**src/rtl/mips_pkg.sv**
```systemverilog
// Shared definitions for the memory-access pipeline stage: FSM state
// encoding, access timeout and word-alignment helpers.
package mips_pkg;

    // Memory access FSM states
    typedef enum logic [0:0] {
        ST_IDLE = 1'b0,
        ST_WAIT = 1'b1
    } mau_state_e;

    // Last WAIT count before an unanswered access is abandoned
    localparam logic [7:0]  MEM_TIMEOUT     = 8'd255;

    // Clears the byte offset so only word addresses reach the memory
    localparam logic [31:0] WORD_ALIGN_MASK = 32'hFFFF_FFFC;

    // Word-align a byte address
    function automatic logic [31:0] word_align(input logic [31:0] addr);
        return addr & WORD_ALIGN_MASK;
    endfunction

endpackage

```
**src/rtl/mem_access_unit.sv**
```systemverilog
// MEM pipeline stage: issues data-memory accesses for loads/stores,
// stalls the pipeline while an access is outstanding, abandons accesses
// that never complete (bus error) and registers the write-back bundle.
// Optional feature: define MEM_ALIGN_CHECK_EN to reject misaligned
// accesses (flagged on misalign_W) instead of silently word-aligning them.
module mem_access_unit
    import mips_pkg::*;
(
    input  logic        clk,
    input  logic        rst_n,
    input  logic        valid_M,
    input  logic        MemWr_M,
    input  logic        MemtoReg_M,
    input  logic        RegWr_M,
    input  logic [4:0]  RegWrDst_M,
    input  logic [31:0] result_M,
    input  logic [31:0] rt_data_M,
    input  logic [31:0] PC_M,
    output logic        dmem_req,
    output logic        dmem_we,
    output logic [31:0] dmem_addr,
    output logic [31:0] dmem_wdata,
    input  logic        dmem_ack,
    input  logic [31:0] dmem_rdata,
    output logic        stall_M,
    output logic        RegWr_W,
    output logic [4:0]  RegWrDst_W,
    output logic [31:0] wb_data_W,
    output logic [31:0] PC_W,
    output logic        bus_err_W,
    output logic        misalign_W
);

    mau_state_e  state_q, state_d;
    logic [7:0]  cnt_q, cnt_d;
    logic        regwr_q, regwr_d;
    logic [4:0]  dst_q, dst_d;
    logic [31:0] wb_data_q, wb_data_d;
    logic [31:0] pc_q, pc_d;
    logic        bus_err_q, bus_err_d;
    logic        misalign_q, misalign_d;

    logic        mem_op_s;
    logic        misaligned_s;
    logic        timeout_s;
    logic        req_s;
    logic        stall_s;

    // Decode the access and drive the memory request / stall (gated by reset)
    always_comb begin
        mem_op_s = valid_M & (MemWr_M | MemtoReg_M);
`ifdef MEM_ALIGN_CHECK_EN
        misaligned_s = mem_op_s & (result_M[1:0] != 2'b00);
`else
        misaligned_s = 1'b0;
`endif
        // Timeout cycle: request is dropped so the stage can retire with an error
        timeout_s = (state_q == ST_WAIT) && (cnt_q == MEM_TIMEOUT);
        req_s     = rst_n & (((state_q == ST_IDLE) & mem_op_s & ~misaligned_s)
                           | ((state_q == ST_WAIT) & ~timeout_s));
        stall_s   = req_s & ~dmem_ack;
    end

    // Next state of the FSM, WAIT counter and write-back bundle
    always_comb begin
        state_d    = state_q;
        cnt_d      = cnt_q;
        regwr_d    = 1'b0;
        bus_err_d  = 1'b0;
        misalign_d = 1'b0;
        dst_d      = dst_q;
        wb_data_d  = wb_data_q;
        pc_d       = pc_q;

        case (state_q)
            ST_IDLE: begin
                cnt_d = 8'd0;
                if (req_s && !dmem_ack) begin
                    state_d = ST_WAIT;
                end else begin
                    state_d = ST_IDLE;
                end
            end
            ST_WAIT: begin
                if (timeout_s || dmem_ack) begin
                    state_d = ST_IDLE;
                    cnt_d   = 8'd0;
                end else begin
                    state_d = ST_WAIT;
                    cnt_d   = cnt_q + 8'd1;
                end
            end
            default: begin
                state_d = ST_IDLE;
                cnt_d   = 8'd0;
            end
        endcase

        if (timeout_s) begin
            // Abandoned access: report a bus error, never write the register file
            bus_err_d = 1'b1;
            dst_d     = RegWrDst_M;
            pc_d      = PC_M;
        end else if (stall_s || !valid_M) begin
            // Bubble: nothing retires this cycle
            regwr_d = 1'b0;
        end else if (misaligned_s) begin
            misalign_d = 1'b1;
            dst_d      = RegWrDst_M;
            pc_d       = PC_M;
        end else if (MemWr_M) begin
            // Completed store: no register write-back
            dst_d = RegWrDst_M;
            pc_d  = PC_M;
        end else if (MemtoReg_M) begin
            regwr_d   = RegWr_M;
            wb_data_d = dmem_rdata;
            dst_d     = RegWrDst_M;
            pc_d      = PC_M;
        end else begin
            regwr_d   = RegWr_M;
            wb_data_d = result_M;
            dst_d     = RegWrDst_M;
            pc_d      = PC_M;
        end
    end

    // State, counter and write-back registers
    always_ff @(posedge clk or negedge rst_n) begin
        if (!rst_n) begin
            state_q    <= ST_IDLE;
            cnt_q      <= 8'd0;
            regwr_q    <= 1'b0;
            dst_q      <= 5'd0;
            wb_data_q  <= 32'd0;
            pc_q       <= 32'd0;
            bus_err_q  <= 1'b0;
            misalign_q <= 1'b0;
        end else begin
            state_q    <= state_d;
            cnt_q      <= cnt_d;
            regwr_q    <= regwr_d;
            dst_q      <= dst_d;
            wb_data_q  <= wb_data_d;
            pc_q       <= pc_d;
            bus_err_q  <= bus_err_d;
            misalign_q <= misalign_d;
        end
    end

    // Output drive
    always_comb begin
        dmem_req   = req_s;
        dmem_we    = MemWr_M;
        dmem_addr  = word_align(result_M);
        dmem_wdata = rt_data_M;
        stall_M    = stall_s;
        RegWr_W    = regwr_q;
        RegWrDst_W = dst_q;
        wb_data_W  = wb_data_q;
        PC_W       = pc_q;
        bus_err_W  = bus_err_q;
        misalign_W = misalign_q;
    end

endmodule

```
**config.mk**
```make
export PLATFORM = sky130hd
export DESIGN_NAME = mem_access_unit
export DESIGN_NICKNAME = d
export VERILOG_FILES = /design/src/rtl/mips_pkg.sv /design/src/rtl/mem_access_unit.sv
export SDC_FILE = /design/constraint.sdc
export NUM_CORES = 1
export LEC_CHECK = 0
export ABC_AREA = 1
export CORE_MARGIN = 8
export CORE_UTILIZATION = 33
export CTS_CLUSTER_SIZE = 16
export DETAILED_ROUTE_END_ITERATION = 12
export PLACE_DENSITY = 0.84
export SLEW_MARGIN = 5
export SYNTH_ARGS = -nofsm -noshare
export SYNTH_HDL_FRONTEND = slang
export SYNTH_SLANG_ARGS = --single-unit
```
**constraint.sdc**
```tcl
create_clock -name clk -period 1.65 [get_ports clk]
set_input_delay 0.4125 -clock clk [delete_from_list [all_inputs] [get_ports clk]]
set_output_delay 0.4125 -clock clk [all_outputs]
set_load 0.05 [all_outputs]
```
# Word level (Yosys, flattened, before mapping)
# Index checks and enable logic that the tools add are counted.
dict set report word_totals {
  regBits 80
  input_bits 140
  out_inout_bits 139
  elab_cells 43
}
dict set report op_classes {
  addsub 1
  n_eq_ne 2
  mux 14
  bitwise 12
  reduce_logical 7
}
# cell n
set ops {}
lappend ops {{32-bit two-way mux} 3}
lappend ops {{8-bit one-hot mux with 2 select lines} 1}
lappend ops {{5-bit two-way mux} 2}
lappend ops {{8-bit by 1-bit adder with 8-bit output (second input constant)} 1}
lappend ops {{8-bit == test (second input constant)} 1}
lappend ops {{8-bit two-way mux} 1}
lappend ops {{1-bit two-way mux} 6}
lappend ops {{1-bit bitwise AND} 5}
lappend ops {{1-bit NOT} 5}
lappend ops {{3-bit AND reduction} 1}
lappend ops {{1-bit logical AND} 2}
lappend ops {{1-bit zero test} 2}
lappend ops {{1-bit logical OR} 2}
lappend ops {{2-bit inequality test (second input constant)} 1}
lappend ops {{1-bit bitwise OR} 2}
lappend ops {{1-bit one-hot mux with 2 select lines} 1}

# Depth between registers and ports, before layout
# Gate-level depths: netlist of the first run.
dict set report logic_depth {
  word_depth 10
  mapped_depth 10
  ltp_nobuf 9
}

# Least setup slack after synthesis of the first run
# No wires, ideal clock.
dict set report synth_timing {
  path_type {register to output}
  start {register cnt_q[0]}
  end {output port dmem_req}
  t_arrival_ps 1618
  slack_ps -380
  path_stages_with_launch 9
  n_path_buf 2
  path_cell_list {dfrtp_1 > ha_1 > nand2_1 > nor2_4 > nand2_4 > buf_2 > buf_2 > nand3_1 > inv_1}
}
dict set report synth_via {
  elab_chain_len 6
}
# element line
set synth_rtl {}
lappend synth_rtl {{start: declaration} mem_access_unit.sv:35} ;# logic [7:0] cnt_q, cnt_d;
lappend synth_rtl {{start signal: assignment} mem_access_unit.sv:141} ;# cnt_q <= cnt_d;
lappend synth_rtl {{8-bit == test} mem_access_unit.sv:58} ;# timeout_s = (state_q == ST_WAIT) && (cnt_q == MEM_TIMEOUT);
lappend synth_rtl {{1-bit logical AND} mem_access_unit.sv:58}
lappend synth_rtl {{1-bit NOT} mem_access_unit.sv:60} ;# | ((state_q == ST_WAIT) & ~timeout_s));
lappend synth_rtl {{1-bit bitwise AND} mem_access_unit.sv:60}
lappend synth_rtl {{1-bit bitwise OR} mem_access_unit.sv:60}
lappend synth_rtl {{1-bit bitwise AND} mem_access_unit.sv:59} ;# req_s = rst_n & (((state_q == ST_IDLE) & mem_op_s & ~misaligned_s)
lappend synth_rtl {{end: declaration} mem_access_unit.sv:19} ;# output logic dmem_req,
# Every way passes these cells.

# Worst setup path in the final report of the first run
dict set report layout_timing {
  start {register cnt_q[1]}
  end {output port stall_M}
}
dict set report layout_via {
  elab_chain_len 7
}
# element line
set layout_rtl {}
lappend layout_rtl {{8-bit == test} mem_access_unit.sv:58}
lappend layout_rtl {{1-bit logical AND} mem_access_unit.sv:58}
lappend layout_rtl {{1-bit NOT} mem_access_unit.sv:60}
lappend layout_rtl {{1-bit bitwise AND} mem_access_unit.sv:60}
lappend layout_rtl {{1-bit bitwise OR} mem_access_unit.sv:60}
lappend layout_rtl {{1-bit bitwise AND} mem_access_unit.sv:59}
lappend layout_rtl {{1-bit bitwise AND} mem_access_unit.sv:61} ;# stall_s = req_s & ~dmem_ack;
lappend layout_rtl {{end: declaration} mem_access_unit.sv:25} ;# output logic stall_M,
# Every way passes these cells.

==> impl_summary.log, run 1 <==
[metrics] data required time of the worst path: 1.24 ns
[metrics] fraction of layout instances using a drive strength above 1: 38.67%
[metrics] HPWL Detailed: 11180 µm
[metrics] # IOs: 279
[metrics] yosys warns: 0
[metrics] run status: finished with violations
[metrics] number of buffers created by CTS: 9
[metrics] violations in the final reports: negative setup slack
[metrics] sort of element at the end of the critical path: output port
[metrics] Hold Fails Final Rpt: 0
[metrics] crit path time final: 1.946 ns
[metrics] synthesized instance count: 461
[metrics] min setup slack post-route: -0.2965 ns
[metrics] share of the yosys chip area belonging to registers: 47.63%
[metrics] clock sink count: 80
[metrics] largest fanout on the critical path: 3
[metrics] vertical extent of the die: 128.9 µm
[metrics] mapped cell area: 4203 µm²
[metrics] post-route fraction of the period consumed by the critical path: 118.0%
[metrics] initial core utilization: 33.58%
[metrics] synth cell count leaders: 144 x sky130_fd_sc_hd__nand2_1, 80 x sky130_fd_sc_hd__dfrtp_1, 69 x sky130_fd_sc_hd__buf_4
[metrics] flop-to-flop setup slack: -0.22 ns
[metrics] count of unresolved DRC violations after routing: 0
[metrics] number of antenna violations at the first check in global routing: 0
[metrics] Routed met3 length: 1699 µm
[metrics] leakage power: 3.637 nW
[metrics] aggregate routed wire length: 16060 µm
[metrics] die area: 16600 µm²
[metrics] remaining global-route overflow: 0
[metrics] Skew-Pair Late Insertion Delay: 0.33 ns
[metrics] share of the core filled with cells: 63.01%
[metrics] post-layout net count: 767
[metrics] wire length of the first global-routing pass: 22400 µm
[metrics] peak supply drop: 0.0004021 V
[metrics] Slew @ Worst Pin: 0.7927 ns
[metrics] largest area contributor in the synthesized netlist: sky130_fd_sc_hd__dfrtp_1
[metrics] routed length on met2: 8070 µm
[metrics] number of buffer cells added on primary ports: 211
[metrics] kind of critical path: reg -> out
[metrics] Avg Inst Size Synth: 9.117 µm²
[metrics] Longest Clk Path Bufs: 2
[metrics] dominant cell by count in the synthesized netlist: sky130_fd_sc_hd__nand2_1
[metrics] hold_ws: 0.1256 ns
[metrics] count of vias placed by the detailed router: 3941
[metrics] CTS Root Cell: sky130_fd_sc_hd__clkbuf_16
[metrics] number of buffers inserted by hold repair at cts: 0
[metrics] final worst clock skew: 0.008509 ns
[metrics] largest net degree at the start of global routing: 62
[metrics] timing-limited maximum frequency: 513.8 MHz
[metrics] via-per-instance ratio: 4.908
[metrics] number of setup violations in the final report: 73
[metrics] area share of the largest cell type after synthesis: 47.63%
[metrics] initial DRC count: 289
[metrics] setup repair after global routing missed its margin: true
[metrics] placement-stage worst setup slack: -0.4812 ns
[metrics] Power Density: 962.5 nW/µm²
[metrics] layout overhead on the synthesized area: 87.67%
[metrics] number of global-route vias before repair: 4237
[metrics] H-tree level count: 3
[metrics] count of flip-flops with a built-in enable after synthesis: 0
[metrics] weighted congestion at the end of routability-driven global placement: 0.8010
[metrics] core region area: 12520 µm²
[metrics] Max-cap violations: 0
[metrics] class of the tightest hold or removal check: in -> async
[metrics] count of fill cells added during filler insertion: 943
[metrics] number of rows in the core area: 41
[metrics] Antenna Cells: 0
[metrics] count of distinct cell types in the synthesized netlist: 28
[metrics] data arrival time of the critical path: 1.53 ns
[metrics] average wire per cell in the routed design: 20.00 µm
[metrics] clk slew on worst S/H paths: 0.07 ns
[metrics] drt pass-1 iters: 5
[metrics] Antenna Violating Nets Remaining: 0
[metrics] Worst setup SP type: register
[metrics] Slew headroom: 47.15%
[metrics] proportion of synthesized flip-flops having asynchronous set or reset: 100.0%
[metrics] GRT Total Usage: 17.32%
[metrics] TritonCTS clock tree: done
[metrics] Metal-1 WL: 5917 µm
[metrics] Highest Signal Layer: met4
[metrics] predominant post-synthesis flop cell: sky130_fd_sc_hd__dfrtp_1
[metrics] Die X-Extent: 128.9 µm
[metrics] synthesis-stage register bit count: 80
[metrics] cell types occupying the most area after synthesis: sky130_fd_sc_hd__dfrtp_1 48%, sky130_fd_sc_hd__nand2_1 13%, sky130_fd_sc_hd__buf_4 12%
[metrics] fin. max-slew vios: 0
state kept, by name, summed over array words and instances (netlist names):
signal,count
wb_data_W,32
state_q,1
RegWrDst_W,5
bus_err_W,1
RegWr_W,1
PC_W,32
cnt_q,8
metal layers:
metal	global-route usage (%)	up-vias
li1	-	1777
met1	18.77	1908
met2	28.79	222
met3	7.737	34
met4	7.464	0
met5	0	-
placed cells by master (no fill, tap or decap), types with 2 or more instances in the layout:
master                            count
sky130_fd_sc_hd__conb_1               3
sky130_fd_sc_hd__nand3_2             11
sky130_fd_sc_hd__buf_6                4
sky130_fd_sc_hd__mux2_2              32
sky130_fd_sc_hd__buf_12             108
sky130_fd_sc_hd__clkinvlp_4           5
sky130_fd_sc_hd__xor2_1               2
sky130_fd_sc_hd__buf_4               17
sky130_fd_sc_hd__xnor2_1              2
sky130_fd_sc_hd__nand4_1             32
sky130_fd_sc_hd__nand2_1            117
sky130_fd_sc_hd__nand3_1             28
sky130_fd_sc_hd__nand2_4              2
sky130_fd_sc_hd__buf_8                3
sky130_fd_sc_hd__nand2_8              3
sky130_fd_sc_hd__dfrtp_1             80
sky130_fd_sc_hd__nand3_4              3
sky130_fd_sc_hd__clkbuf_16           14
sky130_fd_sc_hd__clkdlybuf4s50_1    103
sky130_fd_sc_hd__nor2_1               9
sky130_fd_sc_hd__nor2_4               3
sky130_fd_sc_hd__inv_6                2
sky130_fd_sc_hd__nand2_2             27
sky130_fd_sc_hd__dlygate4sd2_1        3
sky130_fd_sc_hd__inv_1                5
sky130_fd_sc_hd__inv_2                2
worst paths after layout:
kind	startpoint	endpoint	cells after the start
max	cnt_q[1]	stall_M	7
max in group asynchronous	rst_n	wb_data_W[29]	2
max reg2reg	cnt_q[1]	PC_W[0]	10
min reg2reg	wb_data_W[1]	wb_data_W[1]	2
min	rst_n	state_q	2
min in group clk	wb_data_W[1]	wb_data_W[1]	2
kinds of logic (layout without fill, tap and decap cells):
logic type	count (synthesis)	count (layout)	synth area share, %
simple gates	237	239	25.75
buf+inv	103	269	16.46
flops	80	80	47.63
mux	32	32	8.574
xor+xnor	4	4	0.8337
compound gates	3	3	0.3569
fa+ha+maj	1	1	0.2977
other cells	1	3	0.08923
power breakdown:
| part | switching (mW) | total [mW] | internal [mW] | leakage (nW) |
|---|---|---|---|---|
| logic | 1.63 | 3.16 | 1.53 | 2.50 |
| clock network | 0.852 | 1.93 | 1.08 | 0.134 |
| registers | 0.296 | 2.49 | 2.20 | 0.999 |
| total | 2.78 | 7.59 | 4.81 | 3.64 |
area by class of cell:
cell class | instances | area (µm²) | area share [%]
repair buffers | 244 | 3595 | 45.57
clock buffers | 10 | 239.0 | 3.030
inverters | 9 | 41.29 | 0.5235
well taps | 172 | 215.2 | 2.728
flip-flops and latches | 80 | 2002 | 25.38
clock inverters | 6 | 51.30 | 0.6504
multi-input cells | 282 | 1744 | 22.11
timing repair:
| action | 4_1_cts | 5_1_grt |
|---|---|---|
| pin swaps | 5 | 13 |
| cloned | 2 | 8 |
| gates resized for setup | 19 | 50 |
| setup endpoints to repair | 71 | 73 |
| setup buffers | 3 | 6 |
metrics by stage:
step / power, mW / cell area (µm²) / setup TNS, ns / instances
6_report: 7.592 / 7888 / -10.78 / 803
5_1_grt: 7.921 / 7888 / -15.59 / 803
4_1_cts: 7.554 / 7506 / -2.632 / 790
3_5_place_dp: 5.558 / 7077 / -29.83 / 769
3_3_place_gp: 5.492 / 7077 / -24.22 / 769
2_1_floorplan: 4.038 / 4260 / -0.1795 / 463
worst max-delay path: stages (launching register included):
cell and delay [ns]:
sky130_fd_sc_hd__dfrtp_1 0.36, sky130_fd_sc_hd__ha_2 0.19, sky130_fd_sc_hd__nand2_2 0.07, sky130_fd_sc_hd__nor2_4 0.13, sky130_fd_sc_hd__nand2_4 0.09, sky130_fd_sc_hd__nand4_4 0.09, sky130_fd_sc_hd__clkinvlp_4 0.11, sky130_fd_sc_hd__buf_12 0.15
(Power assumes the default switching activity.)
==> run 2, diff against run 1 <==
--- a/config.mk
+++ b/config.mk
@@ -8,6 +8,7 @@
 export ABC_AREA = 1
 export CORE_MARGIN = 8
 export CORE_UTILIZATION = 33
+export CTS_CLUSTER_DIAMETER = 150
 export CTS_CLUSTER_SIZE = 16
 export DETAILED_ROUTE_END_ITERATION = 12
 export PLACE_DENSITY = 0.84
==> results of run 2 <==
Final layout, timing and power as in run 1 (identical DEF).
==> RTL edit 1 (settings of run 1) <==
Build with the macro `MEM_ALIGN_CHECK_EN` defined.
--- a/src/rtl/mem_access_unit.sv
+++ b/src/rtl/mem_access_unit.sv
@@ -4,4 +4,6 @@
 // Optional feature: define MEM_ALIGN_CHECK_EN to reject misaligned
 // accesses (flagged on misalign_W) instead of silently word-aligning them.
+`define MEM_ALIGN_CHECK_EN
+
 module mem_access_unit
     import mips_pkg::*;
Behaviour: not the same (Yosys sat finds a counterexample within 4 cycles, from zero or initial values and one cycle with rst_n low).
==> RTL edit 1 against run 1 <==
The flow still finishes with violations (setup timing); hold slack improved by 0.042 ns; non-clock buffer count rose by 22; setup slack improved by 0.0021 ns; cell area rose by 6.5%; sequential share of layout area fell by 1.3 points; core utilization rose by 3.6 points; count of clock-buffer cells in the layout rose by 1; wire length rose by 5.2%; maximum frequency rose by 0.11%; area after synthesis rose by 1.1%; die area rose by 0.94%; power rose by 5.5%; sequential cell count rose by 1; critical path type unchanged.
==> RTL edit 1: results <==
[clocking]
cts_max_level = 3
clk_path_buf_depth = 2
cts_root_buf = "clkbuf_16"
path_clk_slew_ns = 0.06
cts_buffers = 9
worstSkewPairLatency_ns = 0.34

[global_routing]
grt_max_degree = 82
first_global_vias = 4633
grtUsageMet1_pct = 22.5
grt_pass1_wl_um = 25800
antenna_found_initial = 1
grt.total_usage_pct = 20.2
use_met2_pct = 34.3
grt_util_met3_pct = 6.98

[critical_path]
critical_path.slowest_cell = "dfrtp_1"
arrival_ns = 1.53
path_max_fanout = 3
slowest_delay_ns = 0.39
critical-path-top-delay-family = "flip-flops"

[status]
violations = "setup timing"
status = "complete, but fails checks"

[drt]
wire_per_inst_um = 18.7
dr_total_vias = 4366
dr.pass1.iters = 5
drt_iter0_markers = 249
drc = 0

[placement]
place.gp.congestion = 0.796
pre_cts_ws_ns = -0.598
io_buffers = 212
dpl.hpwl_um = 11700
place_area_um2 = 7270
dp_cells = 855

[cells_and_area]
fin_cells = 903
drive_gt1_share_pct = 31.8
fin_nets = 866

[yosys]
synth-async-reset-ratio_pct = 100
yosys-top-cells-area = "dfrtp_1 48%, nand2_1 21%, buf_4 12%"
syn_area_per_cell_um2 = 7.94
synth.distinct_cells = 28
ys_seq_area_share_pct = 47.7
synthTopCellsByCount = "243 x nand2_1, 81 x dfrtp_1, 70 x buf_4"
ys.flop_type = "dfrtp_1"
synth_top_area_share_pct = 47.7
yosys_warnings = 0

[sta]
setup_slack_ns = -0.294
finalSetupViolCount = 51
fin_tns_setup_ns = -4.66
clock_skew_ns = 0.00662

[pwr]
vdd_drop_max_uv = 507
power.leakage_nw = 4.08

[worst_hold_path]
worstHoldPathType = "primary input to async pin"
-- RTL edit 1: cell type report --
class	count	area, um^2
multi-input combinational	357	1850
inverter	10	41.3
timing repair buffer	266	3920
clock buffer	11	243
antenna	1	2.50
tap	172	215
sequential	81	2030
fill	955	4220
clock inverter	5	103
-- RTL edit 1: worst paths after layout --
| check | startpoint | endpoint | slack (ns) | depth (start not counted) |
|---|---|---|---|---|
| max | cnt_q[1] | stall_M | -0.29 | 7 |
| min | rst_n | PC_W[8] | 0.17 | 2 |
| max reg2reg | cnt_q[1] | wb_data_W[14] | -0.14 | 11 |
| min reg2reg | wb_data_W[15] | wb_data_W[15] | 0.53 | 2 |
| max in group asynchronous | rst_n | RegWrDst_W[4] | 1.09 | 2 |
| min in group clk | wb_data_W[15] | wb_data_W[15] | 0.53 | 2 |
-- RTL edit 1: logic make-up (layout without fill, tap and decap cells) --
group / after synthesis / in the layout / synth area share, %
compound gates: 2 / 2 / 0.235
simple gates: 340 / 348 / 34.5
other cells: 1 / 3 / 0.0883
xor+xnor: 4 / 4 / 0.825
fa+ha+maj: 1 / 1 / 0.295
buf+inv: 106 / 292 / 16.3
flops: 81 / 81 / 47.7
-- RTL edit 1: where the power goes --
part	total (mW)	internal (mW)	switching, mW
Clock	2.34	1.52	0.819
Combinational	3.18	1.52	1.66
Sequential	2.49	2.22	0.270
Total	8.01	5.26	2.75
-- RTL edit 1: per-layer routing --
metal	routed length (um)	vias to the layer above
met5	0	-
met1	6410	2047
met2	8510	255
li1	-	2031
met3	1540	33
met4	431	0
-- RTL edit 1: repair_timing --
action                                  in CTS  in global routing
pin swaps                                   16                  3
setup buffers                               11                  7
cloned                                      12                  4
gates resized for setup                     74                  7
endpoints found under the setup margin      75                 80
==> RTL edit 2 (flow settings as in run 1) <==
Made on the original files. `wb_data_q` no longer has a reset.
--- a/src/rtl/mem_access_unit.sv
+++ b/src/rtl/mem_access_unit.sv
@@ -133,5 +133,4 @@
             regwr_q    <= 1'b0;
             dst_q      <= 5'd0;
-            wb_data_q  <= 32'd0;
             pc_q       <= 32'd0;
             bus_err_q  <= 1'b0;
@@ -142,9 +141,12 @@
             regwr_q    <= regwr_d;
             dst_q      <= dst_d;
-            wb_data_q  <= wb_data_d;
             pc_q       <= pc_d;
             bus_err_q  <= bus_err_d;
             misalign_q <= misalign_d;
         end
+    end
+
+    always_ff @(posedge clk) begin
+        wb_data_q <= wb_data_d;
     end
 
Formal check against the unedited RTL: not equivalent (a bounded check fails within 4 cycles, from zero or initial values and one cycle with rst_n low).
==> RTL edit 2 against run 1 <==
The flow still finishes with violations (setup timing); cell area down 8.5%; sequential power decreased by 4%; sequential cell count is the same; wire length shrank 14%; register-to-register slack lost 0.05 ns; clock skew fell by 0.0027 ns; power down 16%; via count is 20% lower; first-iteration DRC count fell by 52%; setup slack got worse by 0.024 ns; area after synthesis is 6.8% lower; critical endpoint is now dmem_req.
==> RTL edit 2: results <==
[yosys]
yosys-top-cells-area = "dfrtp_1 31%, edfxtp_1 25%, buf_4 13%"
synth_edf_count = 32

[drt]
dr_total_vias = 3134
route.met3.wl_um = 770
dr_wl_met2_um = 7420
wire_per_inst_um = 20.0
drt_iter0_markers = 139

[status]
status = "complete, but fails checks"
violations = "setup timing"

[sta]
finalSetupViolCount = 71
relSlewSlack_pct = 57.5
setup_slack_ns = -0.321
clock_skew_ns = 0.00583

[pwr]
p_seq_share_pct = 37.2
power.leakage_nw = 3.16
intPower_mw = 4.38
vdd_drop_max_uv = 536
powerComb_mw = 2.22

[critical_path]
rr_endpoint = "wb_data_W[12]"
crit_start = "cnt_q[0]"

[global_routing]
first_global_vias = 3512
grt.total_usage_pct = 16.8
grt_pass1_wl_um = 20600
grtUsageMet1_pct = 18.5

[cells_and_area]
num-fill-cells = 913

[placement]
place_area_um2 = 6470
[RTL edit 2: changes by cell type in the layout (fill, tap and decap cells not counted), moves of 4 or more]
cell	run 1	this run
buf_12	108	80
buf_4	17	47
clkbuf_1	0	5
clkbuf_16	14	10
clkinvlp_4	5	1
dfrtp_1	80	48
edfxtp_1	0	32
nand2_1	117	46
nand2_2	27	32
nand2_8	3	8
nand4_1	32	0
[RTL edit 2: metrics by stage]
step	std cells	setup TNS, ns	setup slack, ns
finish	686	-15.12	-0.321
detailed placement	649	-47.56	-0.529
global route	686	-20.24	-0.397
global placement	649	-45.87	-0.482
floorplan	354	-11.28	-0.344
CTS	680	-13.07	-0.336
[RTL edit 2: area by class of cell]
cell class	instances	area, um^2	area share, %
inverters	9	37.5	0.520
clock inverters	1	5.00	0.0694
flip-flops and latches	80	2160	30.0
clock buffers	15	258	3.57
repair buffers	243	3160	43.9
multi-input cells	191	1410	19.5
well taps	147	184	2.55
[RTL edit 2: repair_timing]
action | 4_1_cts | 5_1_grt
setup buffers | 8 | 3
endpoints found under the setup margin | 104 | 72
pin swaps | 4 | 3
hold buffers | 0 | 0
resized for setup | 44 | 21
cloned | 7 | 3
[RTL edit 2: kinds of logic (layout without fill, tap and decap cells)]
kind of cell | count (synthesis) | count (layout) | share of synthesized area [%]
AND/OR/NAND/NOR | 141 | 148 | 17.8
buffers and inverters | 90 | 268 | 16.2
flip-flops | 80 | 80 | 55.2
multiplexers | 32 | 32 | 9.20
XOR/XNOR | 4 | 4 | 0.894
AO/OA/AOI/OAI | 3 | 3 | 0.383
adder cells (fa/ha/maj) | 1 | 1 | 0.319
other | 1 | 3 | 0.0957
